$ cat config.mk
export PLATFORM = sky130hd
export DESIGN_NAME = ifu_fetch
export DESIGN_NICKNAME = d
export VERILOG_FILES = /design/src/rtl/ifu_fetch_pkg.sv /design/src/rtl/ifu_redirect_latch.sv /design/src/rtl/ifu_fetch.sv
export SDC_FILE = /design/constraint.sdc
export NUM_CORES = 1
export LEC_CHECK = 0
export CORE_MARGIN = 4
export CORE_UTILIZATION = 42
export DETAILED_ROUTE_END_ITERATION = 16
export GPL_ROUTABILITY_DRIVEN = 1
export PLACE_DENSITY = 0.77
export SLEW_MARGIN = 15
export SYNTH_ARGS = -nofsm -noshare
export SYNTH_HDL_FRONTEND = slang
export SYNTH_SLANG_ARGS = --single-unit
$ cat constraint.sdc
create_clock -name clk -period 2.15 [get_ports clk]
set_clock_uncertainty 0.15 [all_clocks]
set_input_delay 0.215 -clock clk [delete_from_list [all_inputs] [get_ports clk]]
set_output_delay 0.215 -clock clk [all_outputs]
set_load 0.01 [all_outputs]
$ cat src/rtl/ifu_fetch_pkg.sv
// Shared constants and FSM state encoding for the instruction fetch unit.
package ifu_fetch_pkg;

    localparam logic [31:0] IFU_RST_PC = 32'h8000_0000;
    localparam logic [31:0] IFU_NOP    = 32'h0000_0013;

    typedef enum logic [1:0] {
        ST_FETCH = 2'd0,
        ST_WAIT  = 2'd1,
        ST_OUT   = 2'd2
    } ifu_state_e;

endpackage

$ cat src/rtl/ifu_redirect_latch.sv
// Holds the most recent redirect target from execute until the fetch FSM consumes it.
module ifu_redirect_latch #(
    parameter int unsigned DATA_LEN = 32
) (
    input  logic                clk,
    input  logic                rst,
    input  logic                jump_valid,
    input  logic [DATA_LEN-1:0] jump_pc,
    input  logic                clear,
    output logic                redirect_pending,
    output logic [DATA_LEN-1:0] redirect_pc
);

    // A clear coincides with a jump only when that jump is the target being consumed.
    always_ff @(posedge clk) begin
        if (rst) begin
            redirect_pending <= 1'b0;
            redirect_pc      <= '0;
        end else if (clear) begin
            redirect_pending <= 1'b0;
        end else if (jump_valid) begin
            redirect_pending <= 1'b1;
            redirect_pc      <= jump_pc;
        end
    end

endmodule

$ cat src/rtl/ifu_fetch.sv
// Instruction fetch unit: FETCH/WAIT/OUT fetch FSM with redirect handling.
// Optional misaligned-PC fault reporting enabled by defining IFU_MISALIGN_CHK_EN.
module ifu_fetch
    import ifu_fetch_pkg::*;
#(
    parameter int unsigned         DATA_LEN = 32,
    parameter logic [DATA_LEN-1:0] RST_PC   = IFU_RST_PC
) (
    input  logic                clk,
    input  logic                rst,
    output logic [DATA_LEN-1:0] araddr,
    output logic                arvalid,
    input  logic                arready,
    input  logic [31:0]         rdata,
    input  logic                rvalid,
    output logic                rready,
    output logic [31:0]         inst,
    output logic [DATA_LEN-1:0] PC,
    output logic                inst_valid,
    input  logic                inst_ready,
    input  logic                jump_valid,
    input  logic [DATA_LEN-1:0] jump_pc,
    output logic                inst_fault
);

    ifu_state_e          state;
    ifu_state_e          next_state;
    logic [DATA_LEN-1:0] pc_q;
    logic [DATA_LEN-1:0] pc_d;
    logic [31:0]         inst_q;
    logic [31:0]         inst_d;
    logic                redirect_pending;
    logic [DATA_LEN-1:0] redirect_pc;
    logic                redirect_clear;
    logic                redirect_hit;
    logic [DATA_LEN-1:0] redirect_target;

    ifu_redirect_latch #(
        .DATA_LEN(DATA_LEN)
    ) u_redirect_latch (
        .clk              (clk),
        .rst              (rst),
        .jump_valid       (jump_valid),
        .jump_pc          (jump_pc),
        .clear            (redirect_clear),
        .redirect_pending (redirect_pending),
        .redirect_pc      (redirect_pc)
    );

    // A same-cycle pulse is newer than anything already latched.
    assign redirect_hit    = jump_valid | redirect_pending;
    assign redirect_target = jump_valid ? jump_pc : redirect_pc;

    assign inst = inst_q;
    assign PC   = pc_q;

`ifdef IFU_MISALIGN_CHK_EN
    logic fault_q;
    logic fault_d;

    assign araddr     = pc_q;
    assign inst_fault = fault_q;

    always_ff @(posedge clk) begin
        if (rst) begin
            fault_q <= 1'b0;
        end else begin
            fault_q <= fault_d;
        end
    end
`else
    assign araddr     = {pc_q[DATA_LEN-1:2], 2'b00};
    assign inst_fault = 1'b0;
`endif

    always_ff @(posedge clk) begin
        if (rst) begin
            state <= ST_FETCH;
        end else begin
            state <= next_state;
        end
    end

    always_ff @(posedge clk) begin
        if (rst) begin
            pc_q   <= RST_PC;
            inst_q <= IFU_NOP;
        end else begin
            pc_q   <= pc_d;
            inst_q <= inst_d;
        end
    end

    always_comb begin
        next_state     = state;
        pc_d           = pc_q;
        inst_d         = inst_q;
        redirect_clear = 1'b0;
        arvalid        = 1'b0;
        rready         = 1'b0;
        inst_valid     = 1'b0;
`ifdef IFU_MISALIGN_CHK_EN
        fault_d        = fault_q;
`endif
        case (state)
            ST_FETCH: begin
`ifdef IFU_MISALIGN_CHK_EN
                // A misaligned PC never reaches memory; a redirect here is applied at once.
                if (pc_q[1:0] != 2'b00) begin
                    if (redirect_hit) begin
                        pc_d           = redirect_target;
                        redirect_clear = 1'b1;
                    end else begin
                        next_state = ST_OUT;
                        inst_d     = IFU_NOP;
                        fault_d    = 1'b1;
                    end
                end else begin
                    arvalid = ~rst;
                    if (arready) begin
                        next_state = ST_WAIT;
                    end
                end
`else
                arvalid = ~rst;
                if (arready) begin
                    next_state = ST_WAIT;
                end
`endif
            end
            ST_WAIT: begin
                rready = ~rst;
                if (rvalid) begin
                    if (redirect_hit) begin
                        pc_d       = redirect_target;
                        next_state = ST_FETCH;
                    end else begin
                        inst_d     = rdata;
                        next_state = ST_OUT;
                    end
                end
            end
            ST_OUT: begin
                inst_valid = ~rst;
                if (redirect_hit) begin
                    pc_d       = redirect_target;
                    next_state = ST_FETCH;
`ifdef IFU_MISALIGN_CHK_EN
                    fault_d    = 1'b0;
`endif
                end else if (inst_ready) begin
                    pc_d       = pc_q + DATA_LEN'(4);
                    next_state = ST_FETCH;
`ifdef IFU_MISALIGN_CHK_EN
                    fault_d    = 1'b0;
`endif
                end
            end
            default: begin
                next_state = ST_FETCH;
            end
        endcase
        if ((next_state == ST_FETCH) && (state != ST_FETCH)) begin
            redirect_clear = 1'b1;
        end
    end

endmodule

==> flow_summary.rst <==
.. list-table::
   :header-rows: 1

   * - Metric
     - Value
   * - Number of nets with antenna violations after routing
     - 0
   * - Post-route fraction of the period consumed by the critical path
     - 0.959
   * - Die height
     - 118 µm
   * - Clock tree sinks
     - 99
   * - Clock buffer depth
     - 2
   * - Clock Root Buffer
     - sky130_fd_sc_hd__clkbuf_16
   * - Total power divided by cell area
     - 597 nW/µm²
   * - Data required time of the critical path
     - 2.19 ns
   * - Max-cap violations
     - 0
   * - Number of clock buffers inserted by TritonCTS
     - 9
   * - Synth top area share
     - 0.387
   * - Diode count
     - 0
   * - Library cell with the largest summed area after synthesis
     - sky130_fd_sc_hd__dfxtp_1
   * - Data arrival time of the critical path
     - 2.10 ns
   * - Initial standard-cell utilization of the core
     - 0.428
   * - Sequential element share of the synthesized area
     - 0.387
   * - Worst slack on hold paths
     - 0.0737 ns
   * - Net Sw Power
     - 1.11 mW
   * - # fillers
     - 1055
   * - # Post-CTS Setup Buffers
     - 0
   * - Share of total power in sequential cells
     - 0.461
   * - Transition at the pin with the smallest max-transition slack
     - 0.671 ns
   * - Final GP Congestion
     - 0.928
   * - Internal Dissipation
     - 3.18 mW
   * - Achievable clock frequency
     - 485 MHz
   * - Net switching share of the total power
     - 0.259
   * - Fraction of layout cells with a size suffix above 1
     - 0.111
   * - Async S/R FF share, synth
     - 0
   * - Clock insertion delay at the later pin of the skew report
     - 0.34 ns
   * - Post-Synthesis Mean Instance Area
     - 7.70 µm²
   * - Multi-input gate area
     - 2700 µm²
   * - Post-synthesis instance total
     - 664
   * - Worst supply voltage drop on vdd
     - 0.352 mV
   * - Non-Filler Instances
     - 959
   * - Detailed-router iteration count before antenna repair
     - 5
   * - Post-route cell area
     - 7180 µm²
   * - Most common cell after layout, fill and taps aside
     - sky130_fd_sc_hd__clkdlybuf4s50_1
   * - Final Util
     - 0.601
   * - Min setup slack post-route
     - 0.0882 ns
   * - Critical Setup Path Class
     - reg2reg
   * - CTS Hold Bufs
     - 0
   * - Most used flip-flop cell after synthesis
     - sky130_fd_sc_hd__dfxtp_1
   * - Slew Limit Fails
     - 0
   * - Via count of the first global-routing pass
     - 5064
   * - Routed wire length
     - 15.7 mm
   * - Mapped cell area
     - 5110 µm²
   * - Post-cts gate resize count
     - 0
   * - Highest net fanout along the worst path
     - 6
   * - Hold Fails Final Rpt
     - 0
   * - Critical Path Start Type
     - flip-flop
   * - YS warnings
     - 0
   * - Initial antenna violation count
     - 0
   * - I/O pin count
     - 170
   * - DRC viols
     - 0
   * - Flop and latch count out of synthesis
     - 99
   * - Violation count after the first detailed-routing iteration
     - 438
   * - Leakage dissipation
     - 2.60 nW
   * - TritonCTS clock tree
     - done
   * - Floorplan Core Area
     - 12000 µm²
   * - Highest-count cells in the layout ignoring fill and taps
     - 164 x sky130_fd_sc_hd__clkdlybuf4s50_1, 128 x sky130_fd_sc_hd__nand2_1, 97 x sky130_fd_sc_hd__dfxtp_1
   * - Final setup fails
     - 0
   * - Clock network fraction of design power
     - 0.375
   * - Estimated wirelength of the detail-placed design
     - 11.8 mm
   * - Setup repair after global routing missed its margin
     - yes
   * - Min Tclk post-route
     - 2.06 ns
   * - Post-synthesis cell type count
     - 60
   * - Die X
     - 118 µm
   * - Sequential cell area
     - 1980 µm²
   * - H-tree levels
     - 3
   * - Port Buffers
     - 166
   * - Largest net degree at the start of global routing
     - 65
   * - Category of the worst setup path capture point
     - flip-flop
   * - Remaining max-slew budget at the tightest pin
     - 0.553
   * - Vias after detailed routing
     - 5382
   * - CTS clock-pin slew for the worst setup and hold paths
     - 0.07 ns
   * - Placement-stage cell area
     - 6880 µm²
   * - Post-placement cell count
     - 943
   * - First-pass GRT wire length
     - 25.6 mm
   * - Layout-stage area growth over the synthesis result
     - 40.5%
   * - Global route overflow
     - 0
   * - Average wire per cell in the routed design
     - 16.4 µm
   * - Die area
     - 14000 µm²
   * - Relative contribution of combinational cells to total power
     - 0.164
   * - Total GRT Usage
     - 0.219
   * - Standard-cell rows
     - 40
   * - Worst min path class
     - in2reg
   * - Outcome
     - complete, no violations
   * - Average vias per placed instance
     - 5.61
   * - Post-synth EDFFs
     - 0
   * - Post-layout nets
     - 878
   * - Biggest area contributors in the synthesized netlist
     - sky130_fd_sc_hd__dfxtp_1 39%, sky130_fd_sc_hd__nand2_1 9.4%, sky130_fd_sc_hd__a21oi_1 8.5%, sky130_fd_sc_hd__mux2i_1 5.7%, sky130_fd_sc_hd__buf_4 5.1%
   * - Worst-case setup slack after placement
     - 0.00186 ns
## synthesized netlist by cell type (3+ instances only)
cell type                  instances
sky130_fd_sc_hd__a211oi_1          5
sky130_fd_sc_hd__a21oi_1          87
sky130_fd_sc_hd__a221oi_1          3
sky130_fd_sc_hd__a31oi_1           3
sky130_fd_sc_hd__and3_1            3
sky130_fd_sc_hd__buf_1             3
sky130_fd_sc_hd__buf_2             9
sky130_fd_sc_hd__buf_4            35
sky130_fd_sc_hd__clkbuf_1         30
sky130_fd_sc_hd__dfxtp_1          99
sky130_fd_sc_hd__inv_1             4
sky130_fd_sc_hd__mux2_2            5
sky130_fd_sc_hd__mux2i_1          29
sky130_fd_sc_hd__nand2_1         128
sky130_fd_sc_hd__nand2b_1          3
sky130_fd_sc_hd__nand3_1          35
sky130_fd_sc_hd__nand3b_1          5
sky130_fd_sc_hd__nand4_1          12
sky130_fd_sc_hd__nand4b_1          4
sky130_fd_sc_hd__nor2_1           60
sky130_fd_sc_hd__nor2b_1           3
sky130_fd_sc_hd__nor3_1           11
sky130_fd_sc_hd__nor4_1            5
sky130_fd_sc_hd__o211ai_1         10
sky130_fd_sc_hd__o21ai_0          27
sky130_fd_sc_hd__o311ai_0          3
## power groups by stage
stage                     Clock [mW]  Sequential, mW  Combinational (mW)
after floorplan                    0            2.02               0.336
after global placement             0            2.01               0.679
after detailed placement           0            2.02               0.694
after CTS                       1.63            1.98               0.698
after global routing            1.72            1.99               0.758
final                           1.61            1.98               0.702
## path summary, 6_finish.rpt
kind	endpoint	cells after the start	slack, ns	startpoint
worst max-delay path	PC[22]	5	0.09	PC[15]
worst min-delay path	u_redirect_latch.redirect_pc[28]	2	0.07	rst
worst max register to register	PC[22]	5	0.09	PC[15]
worst min register to register	inst[30]	2	0.30	inst[30]
## layout make-up
type | instances | share of cell area
tap | 147 | 0.0256
sequential | 99 | 0.276
multi-input combinational | 485 | 0.376
clock inverter | 6 | 0.00888
inverter | 4 | 0.00209
clock buffer | 10 | 0.0319
timing repair buffer | 208 | 0.279
## stage by stage
step | power (mW) | setup TNS (ns)
2_1_floorplan | 2.36 | 0
3_3_place_gp | 2.69 | 0
3_5_place_dp | 2.71 | 0
4_1_cts | 4.30 | 0
5_1_grt | 4.47 | -0.195
6_report | 4.29 | 0
## per-layer routing
metal | global-route usage | up-vias | wire length, µm
met5 | 0 | - | 0
met4 | 0.0747 | 0 | 295
met3 | 0.0426 | 22 | 1260
met2 | 0.352 | 234 | 7350
met1 | 0.295 | 2544 | 6840
li1 | - | 2582 | -
## state kept, by name, summed over array words and instances, names as in the netlist
name,cells
PC,32
state,2
inst,32
u_redirect_latch.redirect_pending,1
u_redirect_latch.redirect_pc,32
## worst max-delay path, stage by stage, from the launching register on
cell and delay, ns:
sky130_fd_sc_hd__dfxtp_1 0.42, sky130_fd_sc_hd__nand4_1 0.24, sky130_fd_sc_hd__nor4_4 0.43, sky130_fd_sc_hd__nand2_1 0.18
sky130_fd_sc_hd__o311ai_0 0.36, sky130_fd_sc_hd__a221oi_1 0.12
## logic make-up after synthesis
logic type / count (synthesis) / synth area share
AO/OA/AOI/OAI: 156 / 0.180
adder cells (fa/ha/maj): 1 / 0.00245
other: 1 / 0.000733
flip-flops: 99 / 0.387
AND/OR/NAND/NOR: 291 / 0.272
multiplexers: 34 / 0.0678
buffers and inverters: 82 / 0.0895
Power figures use the tool's default switching activity.
==> RTL change 1 (same settings) <==
Add a define of `IFU_MISALIGN_CHK_EN`.
--- a/src/rtl/ifu_fetch.sv
+++ b/src/rtl/ifu_fetch.sv
@@ -1,5 +1,7 @@
 // Instruction fetch unit: FETCH/WAIT/OUT fetch FSM with redirect handling.
 // Optional misaligned-PC fault reporting enabled by defining IFU_MISALIGN_CHK_EN.
+`define IFU_MISALIGN_CHK_EN
+
 module ifu_fetch
     import ifu_fetch_pkg::*;
 #(
Function: changed (a bounded check fails within 4 cycles, from zero or initial values and one cycle with rst high).
==> RTL change 1 against the unedited design <==
- die area fell by 1.2%
- hold slack better by 0.16 ns
- maximum frequency grew 1.8%
- first-iteration DRC count fell by 5.7%
- worst setup slack improved by 0.037 ns
- sequential cell count grew 1
- area after synthesis fell by 1.3%
- final area increased by 0.63%
- routed wire length fell by 2.7%
- critical path type unchanged
Power is not compared: it rests on default switching activity, and its combinational part moved more than twofold at a synthesized area within 25%.
==> RTL change 1: results (changes against the unedited design) <==
Parameter                              Value

Run status
  Result of the run    finished, final reports clean

GRT
  M1 GR Usage    25.9% (-3.5 points)
  Maximum number of pins on one net before global-route repair    34 (-48%)
  Total Routing Usage GR    21.2% (-0.67 points)
  Number of global-route vias before repair    5115 (+1.0%)
  Global-route track usage on met3    6.25% (+2.0 points)
  First-pass GRT wire length    25.0 mm (-2.2%)

Cells and area
  Multi-input gate share of the layout cell area    36.2% (-1.4 points)
  Proportion of cell area spent on the clock network    3.95% (-0.13 points)
  Number of multi-input logic gates    462 (-4.7%)
  Number of nets at the end of the flow    868 (-1.1%)
  Non-clock buffer count in the final layout    219 (+5.3%)
  Multi-input gate area in the final layout    2620 um2 (-3.1%)
  Share of final-layout standard cells stronger than drive strength 1    10.8% (-0.24 points)
  Count of placed standard cells in the final layout, fillers left out    945 (-1.5%)
  Area of all sequential standard cells    2010 um2 (+1.1%)
  Number of filler cells placed in the layout    1005 (-4.7%)
  Clk_buf instances    9 (-1)

Critical path
  R2r setup slk    0.13 ns (+0.04 ns)
  Maximum fanout along the worst path    5 (-1)
  Worst setup endpoint    PC[23]$_SDFFE_PP0P_
  Depth of the worst register-to-register path    6 (+1)
  Signal arrival time at the worst endpoint    2.14 ns (+0.04 ns)
  Critical Path Source    PC[12]$_SDFFE_PP0P_

Placement
  Buffers on Ports    169 (+1.8%)
  Total cell area at the placement stage    6900 um2 (+0.29%)
  Post-place setup slack    -0.0691 ns (-0.0710 ns)
  Dpl cells    928 (-1.6%)

STA
  Setup TNS Final    0 ns (unchanged)
  Final critical-path required period    2.02 ns (-0.0371 ns)
  Headroom to the max-slew limit    68.5% (+13 points)

Power and ir drop
  Cell leakage power    around 2.7 nW

Hold path
  Hold path cells    3 (+1)

Detailed routing
  Highest metal layer with signal wires    met4
  Total length of routed wires    15.3 mm (-2.7%)
  Number of DRC markers in iteration 0    413 (-5.7%)
  Met2 layer wire length in the routed design    7.37 mm (+0.30%)
  Total via count in the routed design    5255 (-2.4%)
  Met1 WL    6.21 mm (-9.1%)

Synth
  Per-instance average area after synthesis    7.83 um2 (+1.6%)
  Commonest cells post-synth    sky130_fd_sc_hd__dfxtp_1 (100), sky130_fd_sc_hd__nand2_1 (96), sky130_fd_sc_hd__a21oi_1 (95), sky130_fd_sc_hd__nor2_1 (68), sky130_fd_sc_hd__buf_4 (34)
  Number of library cell types mapped by synthesis    59 (-1.7%)
  Most area-consuming cells after synthesis    sky130_fd_sc_hd__dfxtp_1 (40%), sky130_fd_sc_hd__a21oi_1 (9.4%), sky130_fd_sc_hd__nand2_1 (7.1%)
[RTL change 1: cell types whose count changed after synthesis, sizes merged, moves of 6 or more]
| cell | change |
|---|---|
| nand3 | -17 |
| o211ai | -6 |
| a211oi | +13 |
| a21oi | +6 |
| nand2 | -33 |
| nor3 | +11 |
| nor2 | +7 |
[RTL change 1: worst min-delay path by stage]
stage,to,slack (ns)
floorplan,u_redirect_latch.redirect_pc[19]$_SDFFE_PP0N_,0.20
global placement,u_redirect_latch.redirect_pc[19]$_SDFFE_PP0N_,0.29
detailed placement,u_redirect_latch.redirect_pc[8]$_SDFFE_PP0N_,0.29
CTS,u_redirect_latch.redirect_pc[17]$_SDFFE_PP0N_,0.23
global route,u_redirect_latch.redirect_pc[22]$_SDFFE_PP0N_,0.25
finish,u_redirect_latch.redirect_pc[17]$_SDFFE_PP0N_,0.23
[RTL change 1: what timing repair did]
item	in CTS	in global routing
endpoints found under the hold margin	0	0
gates cloned	0	0
buffers inserted	0	1
resized for setup	4	6
endpoints found under the setup margin	2	16
[RTL change 1: cells by family (layout without fill, tap and decap cells)]
logic type / after synthesis / in the layout / synth area share (%)
AOI/OAI and AO/OA: 171 / 171 / 20.1
xor gates and xnor gates: 1 / 1 / 0.174
adders and majority gates: 1 / 1 / 0.248
buffers and inverters: 83 / 240 / 9.24
DFF: 100 / 100 / 39.7
muxes: 32 / 32 / 6.37
and+or+nand+nor: 257 / 257 / 24.2
[RTL change 1: critical path, stage by stage (launching register included)]
cell	delay, ns
sky130_fd_sc_hd__dfxtp_1	0.42
sky130_fd_sc_hd__nand4_2	0.24
sky130_fd_sc_hd__nor4_2	0.25
sky130_fd_sc_hd__buf_4	0.16
sky130_fd_sc_hd__nand2_1	0.10
sky130_fd_sc_hd__or4_1	0.42
sky130_fd_sc_hd__a31oi_1	0.20
==> RTL change 2 (same flow settings) <==
Without the edit above. The 3 states of `ifu_state_e` get a one-hot encoding in 3 bits.
--- a/src/rtl/ifu_fetch_pkg.sv
+++ b/src/rtl/ifu_fetch_pkg.sv
@@ -4,10 +4,10 @@
     localparam logic [31:0] IFU_RST_PC = 32'h8000_0000;
     localparam logic [31:0] IFU_NOP    = 32'h0000_0013;
 
-    typedef enum logic [1:0] {
-        ST_FETCH = 2'd0,
-        ST_WAIT  = 2'd1,
-        ST_OUT   = 2'd2
+    typedef enum logic [2:0] {
+        ST_FETCH = 3'b001,
+        ST_WAIT  = 3'b010,
+        ST_OUT   = 3'b100
     } ifu_state_e;
 
 endpackage
Formal check against the unedited RTL: no difference found for any inputs over 4 cycles, from zero or initial values and one cycle with rst high; so few cycles prove little.
==> RTL change 2 against the unedited design <==
- sequential cell count rose by 1
- power fell by 2.2%
- first-iteration DRC count fell by 6.6%
- routed wire length rose by 8.7%
- worst setup slack improved by 0.018 ns
- count of clock-buffer cells in the layout fell by 1
- hold slack improved by 0.050 ns
- final area rose by 4.2%
- area after synthesis rose by 0.32%
- highest routed layer unchanged
==> RTL change 2: results (changes against the unedited design) <==
Parameter                              Value

Hold path
  Worst hold endpoint    u_redirect_latch.redirect_pc[18]$_SDFFE_PP0N_
  Hold path cells    2 (unchanged)

Critical path
  Largest stage delay on the critical path    0.60 ns (+0.17 ns)
  Critical Path Source    PC[13]$_SDFFE_PP0P_
  Critical-path cell with the highest stage delay    sky130_fd_sc_hd__or4_4
  Reg-to-reg critical path endpoint    PC[19]$_SDFFE_PP0P_
  Maximum fanout along the worst path    5 (-1)
  R2r setup slk    0.11 ns (+0.02 ns)

Cells and area
  Share of final-layout standard cells stronger than drive strength 1    12.8% (+1.7 points)
  Number of nets at the end of the flow    909 (+3.5%)

GRT
  Total Routing Usage GR    23.2% (+1.3 points)
  Global-route track usage on met3    4.35% (+0.096 points)
  First-pass GRT wire length    26.7 mm (+4.2%)
  Maximum number of pins on one net before global-route repair    33 (-49%)
  Number of antenna violations at the first check in global routing    0 (unchanged)
  Routing usage on met2    37.5% (+2.4 points)
  M1 GR Usage    32.1% (+2.6 points)

Detailed routing
  Post-DR wirelength/cell    17.3 um (+5.3%)
  Total via count in the routed design    5484 (+1.9%)
  Number of DRC markers in iteration 0    409 (-6.6%)

Placement
  Post-place setup slack    -0.0604 ns (-0.0623 ns)
  Placed wire-length estimate    13.0 mm (+9.4%)
  Routability-driven placement congestion ratio    0.905 (-2.5%)

Power and ir drop
  Worst-case vdd ir drop    0.375 mV (+6.6%)
  Sequential group share of total power    46.5% (+0.4 points)
  Cell leakage power    2.79 nW (+7.3%)
  Power Internal    3.11 mW (-2.3%)

Synth
  Commonest cells post-synth    sky130_fd_sc_hd__nand2_1 (144), sky130_fd_sc_hd__dfxtp_1 (100), sky130_fd_sc_hd__a21oi_1 (94), sky130_fd_sc_hd__nor2_1 (39), sky130_fd_sc_hd__mux2i_1 (34)
  Most area-consuming cells after synthesis    sky130_fd_sc_hd__dfxtp_1 (39%), sky130_fd_sc_hd__nand2_1 (11%), sky130_fd_sc_hd__a21oi_1 (9.2%)

STA
  Worst hold slack    0.123 ns (+0.0496 ns)

CTS
  Deepest level of the CTS H-tree    3 (unchanged)

Run status
  Result of the run    finished, final reports clean
-- RTL change 2: repair_timing --
action,in CTS,in global routing
setup endpoints to repair,4,10
gates cloned,0,0
gates resized for setup,8,5
setup buffers,0,0
-- RTL change 2: cell families (layout without fill, tap and decap cells) --
logic type / Yosys count / count (layout) / synth area share [%]
AND/OR/NAND/NOR: 289 / 289 / 27.0
AO/OA/AOI/OAI: 161 / 161 / 17.8
flip-flops: 100 / 100 / 39.0
buffers and inverters: 82 / 253 / 8.78
multiplexers: 36 / 36 / 7.07
adder cells (fa/ha/maj): 1 / 1 / 0.244
other: 1 / 3 / 0.0731
-- RTL change 2: through the flow --
| stage | total power [mW] | cells | cell area [um2] |
|---|---|---|---|
| 6_report | 4.20 | 990 | 7490 |
| 5_1_grt | 4.34 | 990 | 7490 |
| 4_1_cts | 4.20 | 990 | 7450 |
| 3_5_place_dp | 2.50 | 974 | 7120 |
| 3_3_place_gp | 2.49 | 974 | 7120 |
| 2_1_floorplan | 2.24 | 672 | 5140 |
-- RTL change 2: per-layer routing --
metal,vias up,part of all wire [%],wire [um]
met5,-,0,0
met4,0,1.5,261
met3,21,7.8,1340
met2,236,48,8290
met1,2564,42,7210
li1,2663,-,-
-- RTL change 2: cell type report --
| cell class | count | area, um2 |
|---|---|---|
| clock buffer | 9 | 225 |
| tap | 147 | 184 |
| multi-input combinational | 490 | 2750 |
| sequential | 100 | 2000 |
| timing repair buffer | 235 | 2230 |
| clock inverter | 7 | 88.8 |
| inverter | 2 | 7.51 |
| fill | 1041 | 4470 |
-- RTL change 2: worst register-to-register path, delay by kind of cell, from the launching register on --
family          cells  cell delay (ns)
compound gates      1             0.15
flops               1             0.37
simple gates        4             1.25
